--- src/rtl/mash_sdm_gen2.sv ---
// MASH 1-1-1 sigma-delta modulator with selectable order (1..3) and LFSR LSB dither.
// Three cascaded W-bit accumulators feed a carry noise-cancellation network; output is 4-bit signed.
module mash_sdm_gen2 #(
    parameter int          W         = 10,
    parameter logic [14:0] LFSR_SEED = 15'h0001
) (
    input  logic         clk,
    input  logic         rst,
    input  logic         en,
    input  logic [W-1:0] din,
    input  logic [1:0]   order,
    input  logic         dither_en,
    output logic [3:0]   sdm_out,
    output logic         out_vld,
    output logic         carry1
);

    logic [W-1:0] r_acc1;
    logic [W-1:0] r_acc2;
    logic [W-1:0] r_acc3;
    logic         r_c2d1;
    logic         r_c3d1;
    logic         r_c3d2;
    logic [14:0]  r_lfsr;
    logic [1:0]   r_ordQ;

    logic         w_dith;
    logic [W:0]   w_s1;
    logic [W:0]   w_s2;
    logic [W:0]   w_s3;
    logic         w_c1;
    logic         w_c2;
    logic         w_c3;
    logic         w_lfsrFb;
    logic signed [4:0] w_e1;
    logic signed [4:0] w_e2;
    logic signed [4:0] w_e3;
    logic signed [4:0] w_y;

    assign w_dith   = dither_en & r_lfsr[0];
    assign w_lfsrFb = r_lfsr[14] ^ r_lfsr[13];

    // Whole accumulator chain settles combinationally within one step.
    assign w_s1 = {1'b0, r_acc1} + {1'b0, din} + {{W{1'b0}}, w_dith};
    assign w_s2 = {1'b0, r_acc2} + {1'b0, w_s1[W-1:0]};
    assign w_s3 = {1'b0, r_acc3} + {1'b0, w_s2[W-1:0]};

    assign w_c1 = w_s1[W];
    assign w_c2 = w_s2[W];
    assign w_c3 = w_s3[W];

    // Noise-cancellation terms; 5 bits keeps every intermediate clear of wrap.
    assign w_e1 = $signed({4'b0000, w_c1});
    assign w_e2 = $signed({4'b0000, w_c2}) - $signed({4'b0000, r_c2d1});
    assign w_e3 = $signed({4'b0000, w_c3}) - $signed({3'b000, r_c3d1, 1'b0})
                + $signed({4'b0000, r_c3d2});

    always_comb begin
        w_y = 5'sd0;
        case (r_ordQ)
            2'd1:    w_y = w_e1;
            2'd2:    w_y = w_e1 + w_e2;
            2'd3:    w_y = w_e1 + w_e2 + w_e3;
            default: w_y = 5'sd0;
        endcase
    end

    // Priority: reset, then order change, then idle order, then enabled step.
    always_ff @(posedge clk) begin
        if (rst) begin
            r_acc1  <= '0;
            r_acc2  <= '0;
            r_acc3  <= '0;
            r_c2d1  <= 1'b0;
            r_c3d1  <= 1'b0;
            r_c3d2  <= 1'b0;
            r_lfsr  <= LFSR_SEED;
            r_ordQ  <= order;
            sdm_out <= 4'd0;
            out_vld <= 1'b0;
            carry1  <= 1'b0;
        end else if (order != r_ordQ) begin
            r_ordQ  <= order;
            r_acc1  <= '0;
            r_acc2  <= '0;
            r_acc3  <= '0;
            r_c2d1  <= 1'b0;
            r_c3d1  <= 1'b0;
            r_c3d2  <= 1'b0;
            sdm_out <= 4'd0;
            out_vld <= 1'b0;
        end else if (r_ordQ == 2'd0) begin
            r_acc1  <= '0;
            r_acc2  <= '0;
            r_acc3  <= '0;
            r_c2d1  <= 1'b0;
            r_c3d1  <= 1'b0;
            r_c3d2  <= 1'b0;
            sdm_out <= 4'd0;
            out_vld <= 1'b0;
        end else if (en) begin
            r_acc1 <= w_s1[W-1:0];
            // Stages beyond the selected order stay parked at zero.
            if (r_ordQ >= 2'd2) begin
                r_acc2 <= w_s2[W-1:0];
                r_c2d1 <= w_c2;
            end else begin
                r_acc2 <= '0;
                r_c2d1 <= 1'b0;
            end
            if (r_ordQ == 2'd3) begin
                r_acc3 <= w_s3[W-1:0];
                r_c3d1 <= w_c3;
                r_c3d2 <= r_c3d1;
            end else begin
                r_acc3 <= '0;
                r_c3d1 <= 1'b0;
                r_c3d2 <= 1'b0;
            end
            r_lfsr  <= {r_lfsr[13:0], w_lfsrFb};
            sdm_out <= w_y[3:0];
            carry1  <= w_c1;
            out_vld <= 1'b1;
        end else begin
            out_vld <= 1'b0;
        end
    end

endmodule

--- config.mk ---
export PLATFORM = sky130hd
export DESIGN_NAME = mash_sdm_gen2
export DESIGN_NICKNAME = d
export VERILOG_FILES = /design/src/rtl/mash_sdm_gen2.sv
export SDC_FILE = /design/constraint.sdc
export NUM_CORES = 1
export LEC_CHECK = 0
export ABC_AREA = 1
export BUFFER_PORTS_ARGS = -buffer_cell sky130_fd_sc_hd__buf_2
export CAP_MARGIN = 10
export CORE_MARGIN = 3
export CORE_UTILIZATION = 50
export DETAILED_ROUTE_END_ITERATION = 12
export GPL_TIMING_DRIVEN = 0
export PLACE_DENSITY_LB_ADDON = 0.15
export SETUP_SLACK_MARGIN = 0.15
export SYNTH_ARGS = -nofsm -noshare
export SYNTH_HDL_FRONTEND = slang
export SYNTH_SLANG_ARGS = --single-unit
--- constraint.sdc ---
create_clock -name clk -period 4.45 [get_ports clk]
set_input_delay 0 -clock clk [delete_from_list [all_inputs] [get_ports clk]]
set_output_delay 0 -clock clk [all_outputs]
set_load 0.03 [all_outputs]
==> results.txt <==
Via/cell ratio -> 5.13
Vias in the first global route -> 3,265
XOR/XNOR Fraction of Synth Area -> 2.85%
PwrDens -> 253 nW/um^2
Max cap viols -> 0
Mapped Cells -> 555
Slowest cell on crit path -> fa_2
Adder-cell share of the synthesized area -> 13.8%
Post-synthesis sequential area ratio -> 28.9%
Initial core utilization -> 53.1%
Post-synth EDFFs -> 2
Peak supply drop -> 0.000176 V
Drt pass-1 iters -> 4
Final setup fails -> 2
CP Class -> reg2reg
GRT Overall Usage -> 20.7%
CTS max path bufs -> 2
Synth Flop Type -> dfxtp_1
Distinct cells, synth -> 37
Max_slew headroom -> 58.5%
Placer Congestion -> 0.879
HPWL after detailed placement -> 6760 um
Area of the multi-input gates -> 2680 um^2
Total number of H-tree levels -> 2
Die Span X -> 94.9 um
Worst Path Required -> 4.72 ns
CP cell instances -> nand2_2 -> fa_2 -> fa_2 -> fa_1 -> nand3b_1 -> nand2_1 -> nand3_1 -> nand2_1 -> nand2_1 -> and2_1 -> ha_1 -> nand2_2 -> nor2_2 -> nand3_1 -> nand4_1 -> fa_2 -> fa_1 -> xnor2_1 -> o21ai_1 -> o21ai_1 -> nor2_2
Fin crit period -> 4.56 ns
Yosys top cell by area -> dfxtp_1
Port buffer count -> 19
Slew @ Worst Pin -> 0.622 ns
Synth Area in Simple Gates -> 29.4%
CP max stage delay -> 0.49 ns
Final WL -> 8950 um
Skew-Pair Late Insertion Delay -> 0.32 ns
CTS buffer count -> 5
TritonCTS clock tree -> built
Layout cells sized above 1 -> 24.0%
Final WS setup -> -0.111 ns
WP data arrival -> 4.83 ns
Failing checks -> setup timing
Sequential Area -> 1140 um^2
Compound-gate portion of the synthesized area -> 14.8%
RSZ-0062 raised after global routing -> yes
Crit path max-delay family -> adder cells
Fin crit share -> 102%
Post-synthesis async set-or-reset flop share -> 0%
Largest net degree at the start of global routing -> 20
1st-iter DRT viols -> 100
Status -> finished with violations
Clk slew on worst S/H paths -> 0.11 ns
Final hold slack -> 0.0876 ns
Peak Freq -> 219 MHz
DR DRC count -> 0
Area Overhead vs Synth -> 17.6%
Grt ovf -> 0
Clk_skew -> 0.00667 ns
Final Hold Viols -> 0
Core ar. -> 7450 um^2
Syn Area/Cell -> 7.12 um^2
Clock sinks -> 56
Area contributors post-synth -> dfxtp_1 (27%), nand2_1 (16%), ha_1 (11%)
Post-synth top area share -> 27.4%
Ant. Diodes -> 0
Crit path buf inv count -> 0
Hold WC Path Type -> in2reg
Routed Antenna Nets -> 0
Crit-path max FO -> 5
Setup crit end kind -> flop
Utilization after layout -> 62.4%
Post-DR wirelength/cell -> 12.9 um
First-pass GRT wire length -> 14,800 um
Syn Nets -> 611
#FFs+latches synth -> 56
Startpoint types -> flop
Fillers -> 720
P_leak -> 0.00216 uW
Mapped cell area -> 3950 um^2
Main combinational cell family by area after synthesis -> simple AND/OR/NAND/NOR gates
Slew Limit Fails -> 0
Ys Warns -> 0
CTS root buffer -> clkbuf_8
Layout net count -> 650
Die ar. -> 9010 um^2
Vias -> 3,557
Num ports -> 22
Antenna violations before repair -> 0
Die Y -> 94.9 um
Core Rows -> 31
Post-synthesis mux area share -> 0%
## worst reg2reg max path, cell delays in order (launching register included)
cell and delay (ns):
dfxtp_2 0.35, nand2_2 0.05, fa_2 0.37, fa_2 0.49, fa_1 0.43, nand3b_1 0.17, nand2_1 0.17, nand3_1 0.13
nand2_1 0.10, nand2_1 0.06, and2_1 0.14, ha_1 0.35, nand2_2 0.12, nor2_2 0.05, nand3_1 0.07, nand4_1 0.20
fa_2 0.41, fa_1 0.39, xnor2_1 0.13, o21ai_1 0.12, o21ai_1 0.09, nor2_2 0.11
## power breakdown
group	internal (uW)	switching, uW	leakage, uW
logic	136	212	0.00165
registers	515	7.20	0.000457
clock network	116	189	0.0000495
total	767	408	0.00216
## cell usage after synthesis, drive strengths merged (2+ instances only)
| cell type | instances |
|---|---|
| nand2 | 171 |
| inv | 71 |
| a21oi | 59 |
| dfxtp | 54 |
| nor2 | 49 |
| ha | 34 |
| nand3 | 34 |
| o21ai | 18 |
| buf | 9 |
| clkbuf | 6 |
| fa | 6 |
| xnor2 | 6 |
| xor2 | 6 |
| nand3b | 5 |
| nand4 | 5 |
| a22oi | 4 |
| and2 | 4 |
| o21bai | 4 |
| a21boi | 3 |
| nor3 | 3 |
| edfxtp | 2 |
## cells in the final DEF (no fill, tap or decap), types with 4 or more instances in the layout
master,synthesis,layout
o21ai_0,14,10
buf_2,0,19
o21ai_1,4,8
nor2_2,8,11
nand3_1,34,33
nand2_1,169,152
a22oi_1,4,4
clkbuf_8,0,5
nand3b_1,5,5
xnor2_1,6,5
nand4_1,5,5
a21oi_2,24,28
ha_4,0,7
ha_1,34,27
clkbuf_1,6,6
buf_4,3,13
dfxtp_1,54,52
inv_2,1,6
nand2_2,0,16
nor2_1,39,34
a21oi_1,34,28
inv_1,68,62
## layer usage
layer	up-vias	track usage (%)	part of all wire [%]
met5	-	0	0
li1	1865	-	-
met1	1621	28.9	50
met4	0	5.05	1.3
met3	12	2.87	3.5
met2	59	33.8	45
## final timing paths
kind,startpoint,endpoint,slack [ns],cells after the start
worst max-delay path,r_lfsr[0]$_SDFFE_PP1P_,sdm_out[2]$_SDFFE_PP0P_,-0.11,21
worst max register to register,r_lfsr[0]$_SDFFE_PP1P_,sdm_out[2]$_SDFFE_PP0P_,-0.11,21
worst min-delay path,en,sdm_out[3]$_SDFFE_PP0P_,0.09,4
worst min register to register,r_lfsr[7]$_SDFFE_PP0P_,r_lfsr[8]$_SDFFE_PP0P_,0.47,2
## cells by family after synthesis
kind of cell,Yosys count
AO/OA/AOI/OAI,90
XOR/XNOR,12
adder cells (fa/ha/maj),40
buffers and inverters,86
flip-flops,56
AND/OR/NAND/NOR,271
## state kept, by name (all words and copies together) (netlist names)
| signal | count |
|---|---|
| r_c3d1 | 1 |
| r_ordQ | 2 |
| carry1 | 1 |
| r_acc1 | 10 |
| r_c2d1 | 1 |
| r_acc2 | 10 |
| out_vld | 1 |
| sdm_out | 4 |
| r_lfsr | 15 |
| r_acc3 | 10 |
| r_c3d2 | 1 |
## repair_timing
action	CTS	global route
hold endpoints to repair	4	0
hold buffers	3	0
pin swaps	12	20
endpoints found under the setup margin	4	4
setup buffers	4	6
gates resized for setup	33	28
## cell type report
class                   count  area share (%)
multi-input cells         413            57.7
flip-flops and latches     56            24.6
inverters                  71            5.95
repair buffers             32            4.31
plain buffers              15            2.83
well taps                  99            2.66
clock buffers               5            1.48
clock inverters             3           0.511
## per-stage QoR
| step | worst slack [ns] | power (uW) | setup TNS [ns] | cell area [um^2] | cells |
|---|---|---|---|---|---|
| floorplan | 0.179 | 759 | 0 | 4000 | 555 |
| global placement | -0.290 | 820 | -0.532 | 4220 | 673 |
| detailed placement | -0.334 | 824 | -0.601 | 4220 | 673 |
| CTS | -0.117 | 1160 | -0.232 | 4510 | 688 |
| global route | -0.353 | 1240 | -0.989 | 4650 | 694 |
| finish | -0.111 | 1180 | -0.206 | 4650 | 694 |
Note: power is estimated with default switching activity, not from simulation.
